<file path="src/rtl/my_clint.sv">
// my_clint: RISC-V core-local interruptor (64-bit mtime, per-hart mtimecmp and msip) on a valid/ready bus.
// Build option CLINT_RTC_SYNC_EN inserts a 2-flop rt_clk synchronizer ahead of the edge detector.
module my_clint #(
    parameter int ADDR_W  = 16,
    parameter int DATA_W  = 32,
    parameter int N_CORES = 1
) (
    input  logic                  clk,
    input  logic                  reset,
    input  logic                  rt_clk,
    input  logic                  valid,
    input  logic [ADDR_W-1:0]     address,
    input  logic [DATA_W-1:0]     wdata,
    input  logic [DATA_W/8-1:0]   wstrb,
    output logic [DATA_W-1:0]     rdata,
    output logic                  ready,
    output logic [N_CORES-1:0]    mtip,
    output logic [N_CORES-1:0]    msip
);

    localparam logic [63:0] CMP_RESET = 64'hFFFF_FFFF_FFFF_FFFF;

    function automatic logic [31:0] merge_bytes(
        input logic [31:0] old_word,
        input logic [31:0] new_word,
        input logic [3:0]  strb
    );
        logic [31:0] res;
        for (int b = 0; b < 4; b++) begin
            res[8*b +: 8] = strb[b] ? new_word[8*b +: 8] : old_word[8*b +: 8];
        end
        return res;
    endfunction

    logic [31:0]        addr_ext_s;
    logic               unused_addr_s;
    logic               is_write_s;
    logic               sel_msip_s;
    logic               sel_cmp_s;
    logic               sel_time_s;
    logic               word_hi_s;
    logic [3:0]         msip_hart_s;
    logic [3:0]         cmp_hart_s;
    logic               msip_wr_s;
    logic               cmp_wr_s;
    logic               time_wr_s;

    logic               rtc_sample_s;
    logic               rtc_prev_r;
    logic               rtc_tick_s;

    logic [63:0]        mtime_r;
    logic [63:0]        mtime_next_s;
    logic [63:0]        mtimecmp_r [N_CORES];
    logic [N_CORES-1:0] msip_r;
    logic [N_CORES-1:0] mtip_r;
    logic               ready_r;
    logic [31:0]        rdata_r;
    logic [31:0]        rd_word_s;

    // Decode: MSIP at 0x0000+4h, MTIMECMP at 0x4000+8h, MTIME at 0xBFF8.
    assign addr_ext_s    = 32'(address);
    assign unused_addr_s = ^addr_ext_s[1:0];
    assign is_write_s    = |wstrb;
    assign sel_msip_s    = (addr_ext_s[31:6] == 26'h0);
    assign sel_cmp_s     = (addr_ext_s[31:7] == 25'h80);
    assign sel_time_s    = (addr_ext_s[31:3] == 29'h17FF);
    assign word_hi_s     = addr_ext_s[2];
    assign msip_hart_s   = addr_ext_s[5:2];
    assign cmp_hart_s    = addr_ext_s[6:3];
    assign msip_wr_s     = valid & is_write_s & sel_msip_s;
    assign cmp_wr_s      = valid & is_write_s & sel_cmp_s;
    assign time_wr_s     = valid & is_write_s & sel_time_s;

`ifdef CLINT_RTC_SYNC_EN
    logic [1:0] rtc_sync_r;

    // Two-flop synchronizer for the asynchronous real-time clock.
    always_ff @(posedge clk) begin
        if (reset) begin
            rtc_sync_r <= 2'b00;
        end else begin
            rtc_sync_r <= {rtc_sync_r[0], rt_clk};
        end
    end

    assign rtc_sample_s = rtc_sync_r[1];
`else
    assign rtc_sample_s = rt_clk;
`endif

    // Edge-detect flop: a tick is a 0->1 change of the sampled rt_clk.
    always_ff @(posedge clk) begin
        if (reset) begin
            rtc_prev_r <= 1'b0;
        end else begin
            rtc_prev_r <= rtc_sample_s;
        end
    end

    assign rtc_tick_s = rtc_sample_s & ~rtc_prev_r;

    // Next mtime: a bus write to either half wins over (and drops) a same-cycle tick.
    always_comb begin
        mtime_next_s = mtime_r;
        if (time_wr_s && word_hi_s) begin
            mtime_next_s[63:32] = merge_bytes(mtime_r[63:32], wdata, wstrb);
        end else if (time_wr_s) begin
            mtime_next_s[31:0] = merge_bytes(mtime_r[31:0], wdata, wstrb);
        end else if (rtc_tick_s) begin
            mtime_next_s = mtime_r + 64'd1;
        end else begin
            mtime_next_s = mtime_r;
        end
    end

    // mtime register.
    always_ff @(posedge clk) begin
        if (reset) begin
            mtime_r <= 64'h0;
        end else begin
            mtime_r <= mtime_next_s;
        end
    end

    // Per-hart mtimecmp and msip registers with byte-strobed writes.
    always_ff @(posedge clk) begin
        if (reset) begin
            msip_r <= {N_CORES{1'b0}};
            for (int h = 0; h < N_CORES; h++) begin
                mtimecmp_r[h] <= CMP_RESET;
            end
        end else begin
            for (int h = 0; h < N_CORES; h++) begin
                if (msip_wr_s && (msip_hart_s == h[3:0]) && wstrb[0]) begin
                    msip_r[h] <= wdata[0];
                end
                if (cmp_wr_s && (cmp_hart_s == h[3:0]) && word_hi_s) begin
                    mtimecmp_r[h][63:32] <= merge_bytes(mtimecmp_r[h][63:32], wdata, wstrb);
                end else if (cmp_wr_s && (cmp_hart_s == h[3:0])) begin
                    mtimecmp_r[h][31:0] <= merge_bytes(mtimecmp_r[h][31:0], wdata, wstrb);
                end
            end
        end
    end

    // Registered timer interrupt: unsigned 64-bit compare each cycle.
    always_ff @(posedge clk) begin
        if (reset) begin
            mtip_r <= {N_CORES{1'b0}};
        end else begin
            for (int h = 0; h < N_CORES; h++) begin
                mtip_r[h] <= (mtime_r >= mtimecmp_r[h]);
            end
        end
    end

    // Read mux; unmapped offsets and harts beyond N_CORES read as zero.
    always_comb begin
        rd_word_s = 32'h0;
        for (int h = 0; h < N_CORES; h++) begin
            rd_word_s = rd_word_s |
                ((sel_msip_s && (msip_hart_s == h[3:0])) ? {31'h0, msip_r[h]} : 32'h0);
            rd_word_s = rd_word_s |
                ((sel_cmp_s && (cmp_hart_s == h[3:0])) ?
                    (word_hi_s ? mtimecmp_r[h][63:32] : mtimecmp_r[h][31:0]) : 32'h0);
        end
        rd_word_s = rd_word_s |
            (sel_time_s ? (word_hi_s ? mtime_r[63:32] : mtime_r[31:0]) : 32'h0);
    end

    // One-cycle response pulse; rdata held at zero outside the pulse.
    always_ff @(posedge clk) begin
        if (reset) begin
            ready_r <= 1'b0;
            rdata_r <= 32'h0;
        end else begin
            ready_r <= valid;
            rdata_r <= valid ? rd_word_s : 32'h0;
        end
    end

    assign ready = ready_r;
    assign rdata = rdata_r;
    assign mtip  = mtip_r;
    assign msip  = msip_r;

endmodule

</file>
<file path="config.mk">
export PLATFORM = sky130hd
export DESIGN_NAME = my_clint
export DESIGN_NICKNAME = d
export VERILOG_FILES = /design/src/rtl/my_clint.sv
export SDC_FILE = /design/constraint.sdc
export NUM_CORES = 1
export LEC_CHECK = 0
export CAP_MARGIN = 10
export CORE_ASPECT_RATIO = 1.5
export CORE_UTILIZATION = 50
export DETAILED_ROUTE_END_ITERATION = 7
export PLACE_DENSITY = 0.77
export SYNTH_ARGS = -nofsm -noshare
export SYNTH_HDL_FRONTEND = slang
export SYNTH_SLANG_ARGS = --single-unit
</file>
<file path="constraint.sdc">
create_clock -name clk -period 3.9 [get_ports clk]
set_input_delay 0.78 -clock clk [delete_from_list [all_inputs] [get_ports clk]]
set_output_delay 0.78 -clock clk [all_outputs]
set_load 0.02 [all_outputs]
</file>
; ---- Word-level counts from Yosys, hierarchy flattened
; Memories as Yosys holds them, arrays and structs flattened.
; Cells that the tools add are included.
[op_classes]
addsub = 1
order_cmp = 1
n_eq_ne = 11
mux = 34
bitwise_logic = 10
n_reduce_logical = 24
[op_table]
columns = operator, count
row1 = two-way mux 32 bit, 7
row2 = two-way mux 64 bit, 3
row3 = OR reduction 64 bit, 2
row4 = two-way mux 8 bit, 12
row5 = "adder 64 x 1 -> 64 bit, second input constant", 1
row6 = >= comparator 64 bit, 1
row7 = bitwise OR 1 x 32 -> 32 bit, 1
row8 = bitwise OR 32 bit, 1
row9 = logical NOT 26 bit, 1
row10 = AND reduction 3 bit, 8
row11 = "!= test 2 bit, second input constant", 8
row12 = "== test 13 bit, second input constant", 1
row13 = two-way mux 1 bit, 10
row14 = "== test 9 x 8 -> 1 bit, second input constant", 1
row15 = logical NOT 4 bit, 2
row16 = logical AND 1 bit, 7
row17 = bitwise AND 1 bit, 5
row18 = two-way mux 2 bit, 2
row19 = nonzero test 2 bit, 2
row20 = OR reduction 4 bit, 1
row21 = inverter 1 bit, 3
row22 = "!= test 2 x 1 -> 1 bit, second input constant", 1
row23 = OR reduction 2 bit, 1
[totals]
reg_bits = 100
ram_bits = 64
input_bits = 56
output_inout_bits = 35
n_memories = 1
[mem_list]
columns = memory, depth, word_bits, read_ports, rd_ports_with_merged_regs, wr, line_no
row1 = mtimecmp_r, 1, 64, 1, 0, 1, 54  ; logic [63:0] mtimecmp_r [N_CORES];

; ---- Depth between registers and ports, before layout
[logic_depth]
ltp_word = 11
mapped_depth = 9
depth_no_buf = 8

; ---- Worst setup path before layout
; Ideal clock, no wire load.
[synth_path]
kind = in2reg
startpoint = input address[14]
endpoint = register mtime_r[59]
arrival_time_ns = 2.719
t_required_ns = 3.778
setup_slack_ns = 1.059
cell_stages = 7
path_cell_list = nand4b_1 or4_1 clkbuf_1 nor3_1 nor2_1 and3_1 a311o_1
[synth_via]
elab_chain_cells = 5
elab_cells_between_ends = 8
cone_classes = eq/ne: 3 / mux: 1 / bitwise: 1 / reduce/logical: 3
[synth_rtl]
columns = item, line_no
row1 = start: declaration, 12  ; input logic [ADDR_W-1:0] address,
row2 = == test 13 bit *, 67  ; assign sel_time_s = (addr_ext_s[31:3] == 29'h17FF);
row3 = bitwise AND 1 bit *, 73  ; assign time_wr_s = valid & is_write_s & sel_time_s;
row4 = logical AND 1 bit, 106  ; if (time_wr_s && word_hi_s) begin
row5 = "!= test 2 bit (no source line), or another cell as far along", n/a
row6 = AND reduction 3 bit (no source line), n/a
row7 = end signal: assignment, 122  ; mtime_r <= mtime_next_s;
row8 = end: declaration, 52  ; logic [63:0] mtime_r;
; Every way passes the cells marked *; elsewhere a longest branch is shown, timed or not.
; A chain may end at the register's enable or synchronous reset.

; ---- Final worst setup path
[layout_path]
startpoint = register mtime_r[0]
endpoint = register mtime_r[62]
[layout_via]
elab_chain_cells = 4
[layout_rtl]
columns = item, line_no
row1 = adder 64 x 1 -> 64 bit, 111  ; mtime_next_s = mtime_r + 64'd1;
row2 = two-way mux 64 bit, 110  ; end else if (rtc_tick_s) begin
row3 = two-way mux 32 bit, 108  ; end else if (time_wr_s) begin
row4 = two-way mux 32 bit, 106
; Every way passes these cells. The select of a mux whose other input is x is not followed.

==> metrics.txt <==
syn_nets 1365; reg2reg end mtime_r[62]$_SDFFE_PP0P_; DR vias 10240; Rel. slew slack 30.87%; vias in the first global route 9897; Final HPWL DP 23.23 mm; overall power 3.835 mW; Initial Util 50.95%; detailed-route DRC error count 0; RSZ-0062 raised after global routing no; Cell Area, Synth 10400 um^2; mux share of post-synthesis cell area 6.639%; Max Cap Viol 0; Placer Congestion 0.9325; post-route setup TNS 0 ns; Final Cycle Share 86.91%; worst hold start msip$_SDFFE_PP0P_; main combinational cell family by area after synthesis compound AO/OA/AOI/OAI gates; Clock Pin Slew Worst Setup and Hold Paths 0.06 ns; Bufs and invs on worst path 0; Distinct cells, synth 59; Synth Area in Simple Gates 20.65%; min Tclk post-route 3.390 ns; per-cell routed wire length 20.46 um; Hold Crit Class reg2reg; TritonRoute pass-1 iters 6; CP Max Fanout 11; WS Path Type reg2reg; Worst setup startpoint mtime_r[0]$_SDFFE_PP0P_; Remaining Overflow, GRT 0; Synth Area in XOR/XNOR 0%; WL final 32.59 mm; Layout Area Growth over Synthesis 17.27%; status completed; Post-CTS Setup Bufs 0; sequential area share after synthesis 37.71%; FF+latch count, synth 164; CTS root buf clkbuf_16; most common flop cell mapped by yosys dfxtp_1; Worst VDD drop 0.2947 mV; Final nets 1436; die area 21400 um^2; initial antenna violation count 1; Worst-Margin Slew 1.037 ns; DR iter-0 viols 914; Final ANT Viol Nets 0; clk sinks 164; GRT Util Overall 30.70%; Num CTS Buffers 17; r2r setup slk 0.51 ns; core area 20420 um^2; CTS tree yes; Resize count post-CTS 0; Post-Syn Area per Cell 8.363 um^2; worst-path cell chain ha_1, nand3_2, or4_4, or4_4, nor4_1, mux2i_1, o22ai_1; Cell Pwr Density 314.3 nW/um^2; Area contributors post-synth dfxtp_1 19%, edfxtp_1 18%, ha_1 7.8%; first-pass GRT wire length 50.42 mm; Async SR Flop Fraction 0%; Worst setup SP type flop; final setup fails 0; clk buf depth 2; most frequent cells in the layout 140 x o21ai_0, 102 x a21oi_1, 101 x inv_1; max incr delay on CP 0.64 ns; port bufs 88; Fmax 295.0 MHz; hold_buf cts 0; crit-path leading delay family simple AND/OR/NAND/NOR gates; hold path cells 2; die height 178.7 um; Post-Syn Instances 1244; largest net degree at the start of global routing 68; commonest non-fill, non-tap cell in the layout o21ai_0; # IOs 91; critical path endpoint category flop; post-synth top area share 19.24%; Worst EP arrival 3.68 ns; Synth area leader dfxtp_1; slowest CP cell or4_4; worst r2r path cells 7; share of cells above drive strength 1 7.078%; critical path's most frequent cell or4_4; Final Max Slew Viols 0; chip width 119.8 um; DR vias/cell 6.429; Hold Violations, Final 0; Clock Skews 0.01065 ns; CTS H-tree lvls 4; hold endpoint rdata[0]$_SDFF_PP0_; Post-synth EDFFs 64; Site Rows 64; worst reg2reg path startpoint mtime_r[0]$_SDFFE_PP0P_; Synth Area in Compound Gates 20.83%; Req. time, crit path 4.19 ns; YS warnings 0; Skew-Pair Late Insertion Delay 0.45 ns; LEAKAGE 4.727 nW; Adder-Cell Fraction of Synth Area 7.817%
==> area by class of cell <==
| cell class | instances | area [um^2] |
|---|---|---|
| fill | 1803 | 8219 |
| multi-input combinational | 906 | 5834 |
| sequential | 164 | 3924 |
| timing repair buffer | 124 | 1156 |
| clock buffer | 20 | 436.7 |
| inverter | 102 | 382.9 |
| tap | 264 | 330.3 |
| clock inverter | 12 | 133.9 |
| antenna | 1 | 2.502 |
==> logic make-up (layout without fill, tap and decap cells) <==
logic type               Yosys count  after routing
AO/OA/AOI/OAI                    370            370
multiplexers                      69             69
adder cells (fa/ha/maj)           65             65
buffers and inverters            174            258
flip-flops                       164            164
AND/OR/NAND/NOR                  402            402
other                              0              1
==> routing by layer <==
metal  up-vias  wire length [um]  GRT usage (%)
li1       4746                 -              -
met4         0              2072          21.15
met1      4879             12050          32.59
met5         -                 0              0
met3       153              2045          5.598
met2       464             16420          54.96
==> state kept, by name (all words and copies together) (netlist names) <==
register / flops
rdata: 32
ready: 1
mtimecmp_r: 64
mtip: 1
mtime_r: 64
msip: 1
rtc_prev_r: 1
==> worst reg2reg max path, cell delays in order (launching register included) <==
cell and delay [ns]:
dfxtp_1 0.47, ha_1 0.27, nand3_2 0.20, or4_4 0.63, or4_4 0.65, nor4_1 0.63, mux2i_1 0.29, o22ai_1 0.10
==> worst max path at each step <==
stage	to	slack [ns]	depth (start not counted)
final	mtime_r[62]$_SDFFE_PP0P_	0.51	7
after detailed placement	mtimecmp_r[0][16]$_DFFE_PP_	0.43	7
after CTS	mtime_r[62]$_SDFFE_PP0P_	0.64	7
after floorplan	mtime_r[59]$_SDFFE_PP0P_	1.06	7
after global placement	mtimecmp_r[0][14]$_DFFE_PP_	0.48	7
after global routing	mtime_r[62]$_SDFFE_PP0P_	0.44	7
==> per-stage QoR <==
| stage | utilization, % | setup WS, ns | area [um^2] | cells | hold slack (ns) |
|---|---|---|---|---|---|
| 2_1_floorplan | - | 1.059 | 10400 | 1244 | 0.4926 |
| 3_3_place_gp | 56.94 | 0.4827 | 11630 | 1560 | 0.5301 |
| 3_5_place_dp | 56.94 | 0.4253 | 11630 | 1560 | 0.5316 |
| 4_1_cts | 59.74 | 0.6402 | 12200 | 1592 | 0.5401 |
| 5_1_grt | 59.74 | 0.4372 | 12200 | 1592 | 0.5826 |
| 6_report | 59.75 | 0.5104 | 12200 | 1593 | 0.5391 |
==> synth_stat cells, drive strengths merged, types with 3 or more instances <==
master   count
a2111oi      3
a211oi      15
a21boi       3
a21o        11
a21oi      102
a311oi       3
a31o         3
a31oi       12
and2        42
and3        10
and4        12
buf         13
clkbuf      59
dfxtp      100
edfxtp      64
ha          65
inv        101
mux2i       69
nand2       95
nand2b       5
nand3       38
nand3b       4
nand4       39
nand4b       5
nor2        64
nor2b        3
nor3        41
nor4        24
nor4b        4
o211ai       3
o21a         3
o21ai      141
o22ai       38
o31ai        5
o32ai        9
o41ai        4
or3          3
or4         10
==> where the power goes <==
part | leakage (nW) | internal (mW) | switching, mW | total, mW
sequential | 1.45 | 1.81 | 0.0226 | 1.84
clock | 0.262 | 0.941 | 0.731 | 1.67
combinational | 3.01 | 0.121 | 0.206 | 0.327
Note: power is estimated with default switching activity, not from simulation.
